## src/rtl/result_bcd.sv

```systemverilog
// Converts a signed calculator result into six BCD digits with sign, status code
// and leading-zero blank mask, using a bit-serial double-dabble over 20 cycles.
module result_bcd (
    input  logic        clk,
    input  logic        rst,
    input  logic [31:0] result,
    input  logic        load,
    output logic        busy,
    output logic        done,
    output logic        valid,
    output logic [1:0]  code,
    output logic        neg,
    output logic [23:0] digits,
    output logic [5:0]  blank
);

    typedef enum logic [1:0] {
        IDLE = 2'd0,
        CONV = 2'd1,
        DONE = 2'd2
    } state_t;

    localparam logic [31:0]        ERR_WORD  = 32'h00EE_0000;
    localparam logic [31:0]        INIT_WORD = 32'h00CC_0000;
    localparam logic signed [31:0] MAX_EXCL  = 32'sd1000000;
    localparam logic signed [31:0] MIN_INCL  = -32'sd100000;
    localparam logic [1:0]         CODE_NUM  = 2'd0;
    localparam logic [1:0]         CODE_ERR  = 2'd1;
    localparam logic [1:0]         CODE_INIT = 2'd2;
    localparam logic [4:0]         LAST_ITER = 5'd19;

    state_t       state_r;
    state_t       state_s;
    logic [4:0]   count_r;
    logic [43:0]  shift_r;
    logic [1:0]   pend_code_r;
    logic         pend_neg_r;
    logic [1:0]   class_code_s;
    logic [19:0]  mag_s;
    logic         neg_s;

    // One double-dabble iteration: correct every BCD nibble >= 5, then shift left.
    function automatic logic [43:0] dd_step(input logic [43:0] s);
        logic [23:0] b;
        b = s[43:20];
        for (int i = 0; i < 6; i++) begin
            if (b[4*i +: 4] >= 4'd5) begin
                b[4*i +: 4] = b[4*i +: 4] + 4'd3;
            end else begin
                b[4*i +: 4] = b[4*i +: 4];
            end
        end
        return {b[22:0], s[19:0], 1'b0};
    endfunction

    // Leading-zero mask; the least significant digit is never blanked.
    function automatic logic [5:0] blank_mask(input logic [23:0] d);
        logic       run;
        logic [5:0] m;
        run = 1'b1;
        m   = 6'b000000;
        for (int i = 5; i >= 1; i--) begin
            run  = run & (d[4*i +: 4] == 4'd0);
            m[i] = run;
        end
        return m;
    endfunction

    // Classify the incoming word and form its 20-bit magnitude.
    always_comb begin
        neg_s = result[31];
        mag_s = result[31] ? (20'd0 - result[19:0]) : result[19:0];
        if (result == ERR_WORD) begin
            class_code_s = CODE_ERR;
        end else if (result == INIT_WORD) begin
            class_code_s = CODE_INIT;
        end else if (($signed(result) >= MAX_EXCL) || ($signed(result) <= MIN_INCL)) begin
            class_code_s = CODE_ERR;
        end else begin
            class_code_s = CODE_NUM;
        end
    end

    // Next-state logic.
    always_comb begin
        state_s = state_r;
        case (state_r)
            IDLE: begin
                if (load) begin
                    state_s = (class_code_s == CODE_NUM) ? CONV : DONE;
                end else begin
                    state_s = IDLE;
                end
            end
            CONV: begin
                if (count_r == LAST_ITER) begin
                    state_s = DONE;
                end else begin
                    state_s = CONV;
                end
            end
            DONE:    state_s = IDLE;
            default: state_s = IDLE;
        endcase
    end

    // State register.
    always_ff @(posedge clk) begin
        if (rst) begin
            state_r <= IDLE;
        end else begin
            state_r <= state_s;
        end
    end

    // Capture, iteration datapath and registered outputs.
    always_ff @(posedge clk) begin
        if (rst) begin
            count_r     <= 5'd0;
            shift_r     <= 44'd0;
            pend_code_r <= CODE_INIT;
            pend_neg_r  <= 1'b0;
            busy        <= 1'b0;
            done        <= 1'b0;
            valid       <= 1'b0;
            code        <= CODE_INIT;
            neg         <= 1'b0;
            digits      <= 24'd0;
            blank       <= 6'b111111;
        end else begin
            done <= 1'b0;
            case (state_r)
                IDLE: begin
                    if (load) begin
                        busy        <= 1'b1;
                        pend_code_r <= class_code_s;
                        pend_neg_r  <= (class_code_s == CODE_NUM) && neg_s;
                        shift_r     <= {24'd0, mag_s};
                        count_r     <= 5'd0;
                    end
                end
                CONV: begin
                    shift_r <= dd_step(shift_r);
                    count_r <= count_r + 5'd1;
                end
                DONE: begin
                    busy  <= 1'b0;
                    done  <= 1'b1;
                    valid <= 1'b1;
                    code  <= pend_code_r;
                    if (pend_code_r == CODE_NUM) begin
                        digits <= shift_r[43:20];
                        neg    <= pend_neg_r;
                        blank  <= blank_mask(shift_r[43:20]);
                    end else begin
                        digits <= 24'd0;
                        neg    <= 1'b0;
                        blank  <= 6'b111111;
                    end
                end
                default: begin
                    busy <= 1'b0;
                end
            endcase
        end
    end

endmodule

```

## config.mk

```make
export PLATFORM = sky130hd
export DESIGN_NAME = result_bcd
export DESIGN_NICKNAME = d
export VERILOG_FILES = /design/src/rtl/result_bcd.sv
export SDC_FILE = /design/constraint.sdc
export NUM_CORES = 1
export LEC_CHECK = 0
export ABC_AREA = 1
export BUFFER_PORTS_ARGS = -buffer_cell sky130_fd_sc_hd__buf_2
export CAP_MARGIN = 40
export CORE_MARGIN = 3
export CORE_UTILIZATION = 62
export DETAILED_ROUTE_END_ITERATION = 12
export GPL_TIMING_DRIVEN = 0
export PLACE_DENSITY = 0.86
export RECOVER_POWER = 25
export SLEW_MARGIN = 25
export SYNTH_ARGS = -nofsm -noshare
export SYNTH_HDL_FRONTEND = slang
export SYNTH_SLANG_ARGS = --single-unit
```

## constraint.sdc

```tcl
create_clock -name clk -period 2.35 [get_ports clk]
set_input_delay 0.235 -clock clk [delete_from_list [all_inputs] [get_ports clk]]
set_output_delay 0.235 -clock clk [all_outputs]
set_load 0.01 [all_outputs]
```

Word level (Yosys, flattened, before mapping)
Index checks and enable logic that the tools add are counted.
- equality and inequality tests: 6
- multiplexer cells: 24
- order comparisons: 8
- reductions and logical operators: 14
- add/subtract/negate cells: 8
- bitwise operators: 5
- operator list (operator ; count):
    case mux 44 bit (2 select lines) ; 1
    equality test 32 x 24 -> 1 bit, second input constant ; 2
    2-to-1 mux 44 bit ; 1
    >= comparator 32 x 21 -> 1 bit, second input constant ; 1
    <= comparator 32 x 18 -> 1 bit, second input constant ; 1
    >= comparator 4 x 3 -> 1 bit, second input constant ; 6
    2-to-1 mux 24 bit ; 1
    adder 4 x 2 -> 4 bit, second input constant ; 5
    zero test 4 bit ; 5
    2-to-1 mux 20 bit ; 1
    2-to-1 mux 4 bit ; 5
    subtractor 1 x 20 -> 20 bit, first input constant ; 1
    2-to-1 mux 2 bit ; 5
    case mux 5 bit (2 select lines) ; 1
    zero test 2 bit ; 3
    2-to-1 mux 6 bit ; 1
    AND reduction 2 bit ; 3
    adder 5 x 1 -> 5 bit, second input constant ; 1
    equality test 5 bit, second input constant ; 1
    2-to-1 mux 5 bit ; 1
    AND 1 bit ; 4
    2-to-1 mux 1 bit ; 4
    case mux 2 bit (2 select lines) ; 1
    adder 3 x 2 -> 3 bit, second input constant ; 1
    9 further kinds ; 9
- register bits after elaboration: 90
- word-level logic and storage cells: 77

Longest topological paths before layout
Gate-level depths: netlist of the first run.
- depth after elaboration: 9
- mapped depth: 12
- gate-level depth less buffers: 12

Least setup slack after synthesis of the first run
Ideal clock, no wire load.
- path kind: register to register
- from: register shift_r[36]
- to: register shift_r[37]
- cell stages (with the launch flop): 10
- library setup time: 0.071 ns
- data arrival time: 1.254 ns
- period minus slack after synthesis: 1.325 ns
- setup slack: 1.025 ns
- cells stage by stage: dfxtp_1 -> inv_1 -> ha_1 -> inv_1 -> nor2_1 -> o21ai_0 -> inv_1 -> nand2_1 -> nand3_1 -> a21oi_1
- longest elaborated chain between the ends: 3
- elaborated cells between the ends (all ways): 4
- classes of those cells: add/sub: 1; order compare: 1; mux: 2
- ends and longest elaborated chain (what ; line ; RTL):
    start: declaration ; 35 ; logic [43:0] shift_r;
    start signal: assignment ; 138 ; shift_r <= {24'd0, mag_s};
    start signal: assignment ; 143 ; shift_r <= dd_step(shift_r);
    adder 4 x 2 -> 4 bit / >= comparator 4 x 3 -> 1 bit (equally long branches) ; 48, 47 ;
    2-to-1 mux 4 bit (*) ; 47 ; if (b[4*i +: 4] >= 4'd5) begin
    case mux 44 bit (2 select lines) (*) ; 132 ; case (state_r)
Every way passes the cells marked *; elsewhere a longest branch is shown, timed or not.
A chain may end at the register's enable or synchronous reset.

Final worst setup path of the first run
- from: register state_r[1]
- to: register digits[9]
- longest elaborated chain between the ends: 1
- ends and longest elaborated chain (what ; line ; RTL):
    start: declaration ; 32 ; state_t state_r;
    start signal: assignment ; 112 ; state_r <= state_s;
    equality test 2 bit ; 132 ;
    end signal: assignment ; 152 ; digits <= shift_r[43:20];
    end: declaration ; 13 ; output logic [23:0] digits,
Every way passes these cells.

==> results of run 1 <==
## routing by layer
| metal | global-route usage (%) | up-vias | wire, um |
|---|---|---|---|
| li1 | - | 2505 | - |
| met5 | 0 | - | 0 |
| met2 | 51.9 | 211 | 6420 |
| met3 | 7.17 | 25 | 1050 |
| met1 | 37.0 | 2326 | 5460 |
| met4 | 10.6 | 0 | 206 |
## logic make-up (layout without fill, tap and decap cells)
logic type / count (synthesis) / after routing / share of synthesized area [%]
fa+ha+maj: 18 / 18 / 4.60
xor+xnor: 5 / 5 / 0.894
flops: 90 / 90 / 36.8
compound gates: 165 / 165 / 18.1
buf+inv: 105 / 189 / 9.70
simple gates: 338 / 338 / 30.0
## power by group through the flow
stage / logic, mW / clock network, mW / registers [mW]
after floorplan: 0.215 / 0 / 1.62
after global placement: 0.331 / 0 / 1.62
after detailed placement: 0.342 / 0 / 1.62
after CTS: 0.345 / 1.33 / 1.59
after global routing: 0.388 / 1.39 / 1.59
final: 0.346 / 1.32 / 1.59
## sequential cells by signal, summed over array words and instances, names as in the netlist
name / flops
neg: 1
code: 2
valid: 1
busy: 1
pend_code_r: 2
state_r: 2
count_r: 5
digits: 24
pend_neg_r: 1
blank: 6
done: 1
shift_r: 44
## worst register-to-register path, stage by stage, from the launching register on
cell and delay, ps:
sky130_fd_sc_hd__dfxtp_1 450, sky130_fd_sc_hd__inv_2 70, sky130_fd_sc_hd__nor2_1 470, sky130_fd_sc_hd__inv_4 160, sky130_fd_sc_hd__nor2_8 200, sky130_fd_sc_hd__buf_6 170, sky130_fd_sc_hd__nand2_1 50, sky130_fd_sc_hd__a21oi_1 170
## metrics by stage
stage                     setup slack, ps  util (%)  std cells
final                                 529      74.9        904
after global placement                714      72.0        888
after CTS                             764      75.5        904
after global routing                  345      74.9        904
after detailed placement              652      72.0        888
after floorplan                      1030         -        721
## final cells by class
| cell class | count | area (um2) |
|---|---|---|
| Multi-Input combinational cell | 526 | 2620 |
| Fill cell | 595 | 1870 |
| Sequential cell | 90 | 1800 |
| Timing Repair Buffer | 68 | 303 |
| Inverter | 77 | 292 |
| Buffer | 28 | 184 |
| Clock buffer | 11 | 151 |
| Tap cell | 99 | 124 |
| Clock inverter | 5 | 109 |
## synthesized netlist by cell type (5+ instances only)
library cell,number
sky130_fd_sc_hd__nor3_1,5
sky130_fd_sc_hd__o21ai_0,44
sky130_fd_sc_hd__ha_1,18
sky130_fd_sc_hd__o211ai_1,6
sky130_fd_sc_hd__nand2_1,195
sky130_fd_sc_hd__a21oi_1,94
sky130_fd_sc_hd__nor2_1,72
sky130_fd_sc_hd__inv_1,69
sky130_fd_sc_hd__inv_2,6
sky130_fd_sc_hd__clkbuf_1,10
sky130_fd_sc_hd__nand3_1,39
sky130_fd_sc_hd__o21ai_1,5
sky130_fd_sc_hd__dfxtp_1,90
sky130_fd_sc_hd__buf_6,9
sky130_fd_sc_hd__buf_2,9
sky130_fd_sc_hd__nor2_2,7
## final timing paths
check,start,endpoint,slack [ps],cells past startpoint
min,result[0],shift_r[0],150,3
min reg2reg,blank[0],blank[0],460,2
max reg2reg,state_r[1],digits[9],530,7
max,state_r[1],digits[9],530,7
==> Flow_metrics.wiki, run 1 <==
{| class="wikitable"
! Metric !! Value
|-
| Status || complete, no violations
|-
| Nature of the critical path startpoint || register
|-
| Worst path required time || between 2000 and 3000 ps
|-
| Buffers from clock root to sink, at most || 2
|-
| Worst clock skew || 10.4 ps
|-
| First-pass iteration count of the detailed router || 6
|-
| RD Place Congestion || just over 0.9
|-
| Proportion of synthesized flip-flops having asynchronous set or reset || 0%
|-
| Core Rows || 31
|-
| Hold buffer count at cts || 0
|-
| Number of warning messages in the yosys log || 0
|-
| Highest fanout seen on the critical path || 10
|-
| TritonCTS clock tree || built
|-
| Final TNS setup || 0 ps
|-
| Number of resized instances in the post-cts repair step || 0
|-
| Leakage Power || approximately 2.3 nW
|-
| Commonest non-fill, non-tap cell in the layout || sky130_fd_sc_hd__nand2_1
|-
| Library cell occupying the most area in the post-synthesis netlist || sky130_fd_sc_hd__dfxtp_1
|-
| Clock transition at the registers of the reported paths || roughly 90 ps
|-
| Final worst path period need || about 1800 ps
|-
| Max cap viols || 0
|-
| Wire length of the first global-routing pass || 21,600 um
|-
| Actual slew at the worst max-slew pin || roughly 650 ps
|-
| Area delta synth->final || 13.9%
|-
| Number of synthesized flops with an enable pin || 0
|-
| Residual antenna-violating net count after detailed routing || 0
|-
| TritonCTS Sinks || 90
|-
| Most frequent cells in the layout || sky130_fd_sc_hd__nand2_1 (195), sky130_fd_sc_hd__a21oi_1 (94), sky130_fd_sc_hd__dfxtp_1 (90)
|-
| Top Ports || a little over 70
|-
| Number of register bits inferred by synthesis || 90
|-
| Fraction of power consumed by the clock network || 40.7%
|-
| Data arrival at the endpoint of the critical path || 2090 ps
|-
| List of cells traversed by the critical path || inv_2 > nor2_1 > inv_4 > nor2_8 > buf_6 > nand2_1 > a21oi_1
|-
| Chip width || roughly 95 um
|-
| CP Class || register to register
|-
| Antenna diode instance count || 0
|-
| Ratio of cells with drive above 1 in the final layout || 12.5%
|-
| Gate family responsible for the most delay along the worst path || simple AND/OR/NAND/NOR gates
|-
| Tightest slew margin relative to the limit || 56.1%
|-
| Final count of hold timing violations || 0
|-
| Switching part of the total power || between 20 and 25%
|-
| Fin nets || between 800 and 900
|-
| Largest voltage drop on the vdd net || around 0.44 mV
|-
| Placeable core region || ~7400 um2
|-
| Total power divided by cell area || between 500 and 600 nW/um2
|-
| Mean Syn Cell Area || a little under 7 um2
|-
| Syn_nets || 774
|-
| Latest clock arrival within the worst-skew pair || around 360 ps
|-
| DR vias/cell || roughly 5.6
|-
| Leading post-synthesis cells by cell area || sky130_fd_sc_hd__dfxtp_1 (37%), sky130_fd_sc_hd__nand2_1 (15%), sky130_fd_sc_hd__a21oi_1 (9.6%)
|-
| Total congestion overflow after global routing || 0
|-
| Number of global-route vias before repair || between 4,000 and 5,000
|-
| Cell with the largest stage delay on the worst path || sky130_fd_sc_hd__nor2_1
|-
| Final Setup Violations || 0
|-
| Longest individual stage delay on the worst path || ~470 ps
|-
| Antenna violations before repair || 0
|-
| Die Footprint || around 9000 um2
|-
| Master cell of the clock root buffer || sky130_fd_sc_hd__clkbuf_8
|-
| Sequential area share after synthesis || a little under two fifths
|-
| Total power of the final layout || about 3.3 mW
|-
| Design internal power || around 2.5 mW
|-
| Bufs and invs on worst path || 3
|-
| Setup crit end kind || register
|-
| # DRC || 0
|-
| H-tree Lvls || 3
|-
| NetSw || 805 uW
|-
| Count of distinct cell types in the synthesized netlist || 40
|-
| Number of buffers added for setup after CTS || 0
|-
| Primary FF master, synth || sky130_fd_sc_hd__dfxtp_1
|-
| Drt initial violations || between 300 and 400
|-
| Finished layout cell area || 5580 um2
|-
| I/O Buffers || 68
|-
| Vert. Die Dim || 94.9 um
|-
| Initial core utilization || around 66%
|-
| Via count || slightly above 5,000
|-
| Final routed wire length divided by cell count || roughly 15 um
|-
| Path category of the worst min-delay check || input port to register
|-
| RSZ-0062 raised after global routing || no
|-
| Combinational share of power || 10.6%
|-
| Relative contribution of sequential cells to total power || 48.7%
|-
| Post-Synthesis Cell Area || 4900 um2
|-
| Synthesized instance count || roughly 720
|-
| CTS buffer count || 9
|-
| Cell area reported after detailed placement || 5360 um2
|-
| Share of the clock period used by the worst path || 77.5%
|-
| Worst hold margin || between 100 and 150 ps
|-
| Detail Placement HPWL || slightly below 10,000 um
|-
| Largest net degree at the start of global routing || 16
|-
| Max Transition Viols Final || 0
|-
| Total Routed Length || 13,100 um
|-
| Maximum clock frequency || about 550 MHz
|-
| Area share of the largest cell type after synthesis || a little under two fifths
|-
| Total Routing Usage GR || between 30 and 40%
|}
Power figures use the tool's default switching activity.
==> run 2: changes to the inputs <==
--- a/config.mk
+++ b/config.mk
@@ -5,14 +5,14 @@
 export SDC_FILE = /design/constraint.sdc
 export NUM_CORES = 1
 export LEC_CHECK = 0
-export ABC_AREA = 1
+export ABC_AREA = 0
 export BUFFER_PORTS_ARGS = -buffer_cell sky130_fd_sc_hd__buf_2
 export CAP_MARGIN = 40
 export CORE_MARGIN = 3
-export CORE_UTILIZATION = 62
+export CORE_UTILIZATION = 51
 export DETAILED_ROUTE_END_ITERATION = 12
 export GPL_TIMING_DRIVEN = 0
-export PLACE_DENSITY = 0.86
+export PLACE_DENSITY = 0.76
 export RECOVER_POWER = 25
 export SLEW_MARGIN = 25
 export SYNTH_ARGS = -nofsm -noshare
==> constraint.sdc (replaced) <==
create_clock -name clk -period 1.54 [get_ports clk]
set_input_delay 0.154 -clock clk [delete_from_list [all_inputs] [get_ports clk]]
set_output_delay 0.154 -clock clk [all_outputs]
set_load 0.01 [all_outputs]
==> run 2 against run 1 <==
  * The run now ends with negative setup slack left
  * Clock-buffer cell count rose by 1
  * Final cell count fell by 19%
  * Clock skew rose by 0.52 ps
  * Setup slack got worse by 1200 ps
  * Final area rose by 3.1%
  * Critical endpoint is now blank[1]
  * Combinational power rose by 120%
  * Global-route usage fell by 5.6 points
  * Largest power group unchanged
  * Critical path type unchanged
  * Sequential share of layout area fell by 0.61 points
  * Clock power rose by 48%
  * First-iteration DRC count fell by 16%
  * Critical path depth did not move
==> Flow_metrics.wiki, run 2 <==
{| class="wikitable"
! Metric !! Value
|-
| Failing checks || negative setup slack
|-
| Initial core utilization || 53.4% (-12 points)
|-
| Hold path start || result[0]
|-
| Worst clock skew || 10.9 ps (+0.520 ps)
|-
| Antenna diode instance count || 0 (unchanged)
|-
| Library cell occupying the most area in the post-synthesis netlist || sky130_fd_sc_hd__dfxtp_1
|-
| Final count of hold timing violations || 0 (unchanged)
|-
| List of cells traversed by the critical path || inv_2 > ha_4 > or3b_4 > or4b_4 > or3_4 > nor4b_4 > a221o_1
|-
| Die Footprint || 9940 um2 (+10%)
|-
| Most frequent cells in the layout || sky130_fd_sc_hd__dfxtp_1 (78), sky130_fd_sc_hd__nor2_1 (77), sky130_fd_sc_hd__a22oi_1 (52)
|-
| Filler Cells Inserted || 677 (+14%)
|-
| RD Place Congestion || 0.945 (+4.4%)
|-
| Largest voltage drop on the vdd net || 0.715 mV (+63%)
|-
| Area delta synth->final || 28.5%
|-
| Latest clock arrival within the worst-skew pair || 360 ps (about the same)
|-
| Leakage Power || 2.23 nW (-1.7%)
|-
| Max Transition Viols Final || 0 (unchanged)
|-
| Total Routing Usage GR || 24.6% (-5.6 points)
|-
| Number of synthesized flops with an enable pin || 0 (unchanged)
|-
| Total power divided by cell area || 901 nW/um2 (+54%)
|-
| Setup crit end kind || register
|-
| Path category of the worst min-delay check || input port to register
|-
| H-tree Lvls || 3 (unchanged)
|-
| Hold path endpoint || shift_r[0]
|-
| CTS buffer count || 9 (unchanged)
|-
| Tightest slew margin relative to the limit || 54.1% (-2.0 points)
|-
| Proportion of synthesized area in mux cells || 1.34% (+1.3 points)
|-
| DR vias/cell || 6.11 (+9.1%)
|-
| R2r startpoint || shift_r[41]
|-
| Highest fanout seen on the critical path || 2 (-8)
|-
| Endpoint of the worst register-to-register path || blank[1]
|-
| Detail Placement HPWL || 8800 um (-10%)
|-
| Gate family responsible for the most delay along the worst path || simple AND/OR/NAND/NOR gates
|-
| Proportion of synthesized flip-flops having asynchronous set or reset || 0% (unchanged)
|-
| Share of the clock period used by the worst path || 147% (+69 points)
|-
| Chip width || 99.7 um (+5.1%)
|-
| Status || finished with violations
|-
| Mean Syn Cell Area || 8.58 um2 (+26%)
|-
| Longest individual stage delay on the worst path || 500 ps (+30 ps)
|-
| Count of distinct cell types in the synthesized netlist || 57 (+43%)
|-
| Fin nets || 671 (-21%)
|-
| Bufs and invs on worst path || 1 (-2)
|-
| Wire length of the first global-routing pass || 19,800 um (-8.4%)
|-
| RSZ-0062 raised after global routing || yes
|-
| Area share of the largest cell type after synthesis || 40.2% (+3.5 points)
|-
| Residual antenna-violating net count after detailed routing || 0 (unchanged)
|-
| Ratio of cells with drive above 1 in the final layout || 26.5% (+14 points)
|-
| Total Routed Length || 12,800 um (-2.5%)
|-
| Cell with the largest stage delay on the worst path || sky130_fd_sc_hd__or4b_4
|-
| Final worst setup slack || -720 ps (-1250 ps)
|-
| TritonCTS Sinks || 90 (unchanged)
|-
| Buffers from clock root to sink, at most || 2 (unchanged)
|-
| Core Rows || 33 (+6.5%)
|-
| Data arrival at the endpoint of the critical path || 2570 ps (+480 ps)
|-
| TritonCTS clock tree || built
|-
| Final TNS setup || -2750 ps (-2750 ps)
|-
| Top Registers || shift_r (44), digits (24), blank (6)
|-
| Worst path required time || 1850 ps (-770 ps)
|-
| Number of warning messages in the yosys log || 0 (unchanged)
|-
| Final Setup Violations || 14 (+14)
|-
| Sequential area share after synthesis || 40.2% (+3.5 points)
|-
| CP Class || register to register
|-
| Placeable core region || 8380 um2 (+13%)
|-
| Finished layout cell area || 5750 um2 (+3.1%)
|-
| Final Core Density || 68.6% (-6.3 points)
|-
| Total congestion overflow after global routing || 0 (unchanged)
|-
| Number of global-route vias before repair || 4,136 (-12%)
|-
| Adder-cell area share of the yosys netlist || 5.03% (+0.43 points)
|-
| Fraction of the mapped netlist area in simple logic gates || 20.6% (-9.4 points)
|-
| Final worst path period need || 2260 ps (+438 ps)
|-
| Clock transition at the registers of the reported paths || 90 ps (about the same)
|-
| Vert. Die Dim || 99.7 um (+5.1%)
|-
| Post-Synthesis Cell Area || 4480 um2 (-8.6%)
|-
| Synthesized-area fraction occupied by ao, oa, aoi and oai cells || 23.6% (+5.5 points)
|-
| Length in cells of the worst reg-to-reg path || 7 (unchanged)
|-
| Commonest cells in the netlist || sky130_fd_sc_hd__dfxtp_1 (90), sky130_fd_sc_hd__nor2_1 (78), sky130_fd_sc_hd__a22oi_1 (52)
|-
| Maximum clock frequency || 443 MHz (-19%)
|-
| Nature of the critical path startpoint || register
|-
| Synth Area in XOR/XNOR || 4.89% (+4.0 points)
|-
| Drt initial violations || 309 (-16%)
|-
| Dominant combinational cell family by area after synthesis || compound AO/OA/AOI/OAI gates
|-
| Via count || 4,450 (-12%)
|-
| First-pass iteration count of the detailed router || 6 (unchanged)
|-
| Register ranked first by flip-flop count || shift_r
|-
| Flip-flop count of the largest register, all copies and words added || 44 (unchanged)
|-
| Commonest non-fill, non-tap cell in the layout || sky130_fd_sc_hd__dfxtp_1
|-
| Synthesized instance count || 522 (-28%)
|-
| Primary FF master, synth || sky130_fd_sc_hd__dfxtp_1
|-
| Most frequent cell after synthesis || sky130_fd_sc_hd__dfxtp_1
|-
| Leading post-synthesis cells by cell area || sky130_fd_sc_hd__dfxtp_1 (40%), sky130_fd_sc_hd__a22oi_1 (8.7%), sky130_fd_sc_hd__nor2_1 (6.5%)
|-
| Reg2reg setup slack || -720 ps (-1250 ps)
|-
| Final routed wire length divided by cell count || 17.6 um (+21%)
|-
| I/O Buffers || 68 (unchanged)
|-
| Actual slew at the worst max-slew pin || 689 ps (+36.6 ps)
|-
| Hold Path Cell Cnt || 3 (unchanged)
|-
| Antenna violations before repair || 0 (unchanged)
|-
| Syn_nets || 575 (-26%)
|-
| Max cap viols || 0 (unchanged)
|-
| Largest net degree at the start of global routing || 15 (-1)
|-
| Top Ports || 71 (unchanged)
|-
| Number of register bits inferred by synthesis || 90 (unchanged)
|-
| # DRC || 0 (unchanged)
|-
| Cell area reported after detailed placement || 5060 um2 (-5.7%)
|-
| Master cell of the clock root buffer || sky130_fd_sc_hd__clkbuf_8
|}
==> run 2: power breakdown <==
group          internal (mW)  total [mW]  switching (mW)
Clock                   1.13        1.95           0.827
Combinational          0.293       0.755           0.462
Sequential              2.41        2.47          0.0606
==> run 2: area by class of cell <==
class / instances / area, um2 / share of cell area, %
buffer: 32 / 190 / 3.31
clock buffer: 12 / 145 / 2.52
clock inverter: 4 / 98.8 / 1.72
inverter: 18 / 67.6 / 1.17
multi-input combinational: 381 / 2800 / 48.7
sequential: 90 / 1820 / 31.7
tap: 105 / 131 / 2.28
timing repair buffer: 86 / 494 / 8.59
==> run 2: worst max-delay path by stage <==
stage / from / end / slack, ps / cells after the start
after floorplan: shift_r[41] / blank[1] / -600 / 7
after global placement: shift_r[41] / blank[1] / -740 / 7
after detailed placement: shift_r[41] / blank[1] / -770 / 7
after CTS: shift_r[40] / blank[1] / -720 / 7
after global routing: shift_r[41] / blank[1] / -780 / 7
final: shift_r[41] / blank[1] / -720 / 7
==> run 2: cell families (layout without fill, tap and decap cells) <==
group           after synthesis  count (layout)
compound gates              152             152
xor+xnor                     25              25
fa+ha+maj                    18              18
buf+inv                      51             152
flops                        90              90
mux                           6               6
simple gates                180             180
==> run 2: what timing repair did <==
item / 4_1_cts / 5_1_grt
gates resized for setup: 48 / 62
hold buffers: 0 / 0
setup buffers: 11 / 7
pin swaps: 9 / 17
setup endpoints to repair: 77 / 68
==> run 2: per-stage QoR <==
step / setup slack, ps / total power [mW] / cells / hold WS [ps]
final: -720 / 5.18 / 728 / 72.6
after global routing: -783 / 5.37 / 728 / 92.5
after CTS: -722 / 5.11 / 723 / 73.5
after detailed placement: -767 / 3.16 / 696 / 432
after global placement: -741 / 3.14 / 695 / 431
after floorplan: -602 / 2.91 / 522 / 302
==> run 2: layer usage <==
| metal | global-route usage, % | vias up | wire [um] |
|---|---|---|---|
| met5 | 0 | - | 0 |
| met4 | 7.46 | 0 | 348 |
| met3 | 6.31 | 34 | 822 |
| met2 | 41.7 | 172 | 6370 |
| met1 | 30.8 | 2138 | 5270 |
| li1 | - | 2106 | - |
==> run 2: tightest hold or removal path: cells and delay by family <==
| family | cells | cell delay (ps) |
|---|---|---|
| buffers and inverters | 1 | 110 |
| AND/OR/NAND/NOR | 1 | 80 |
| AO/OA/AOI/OAI | 1 | 60 |
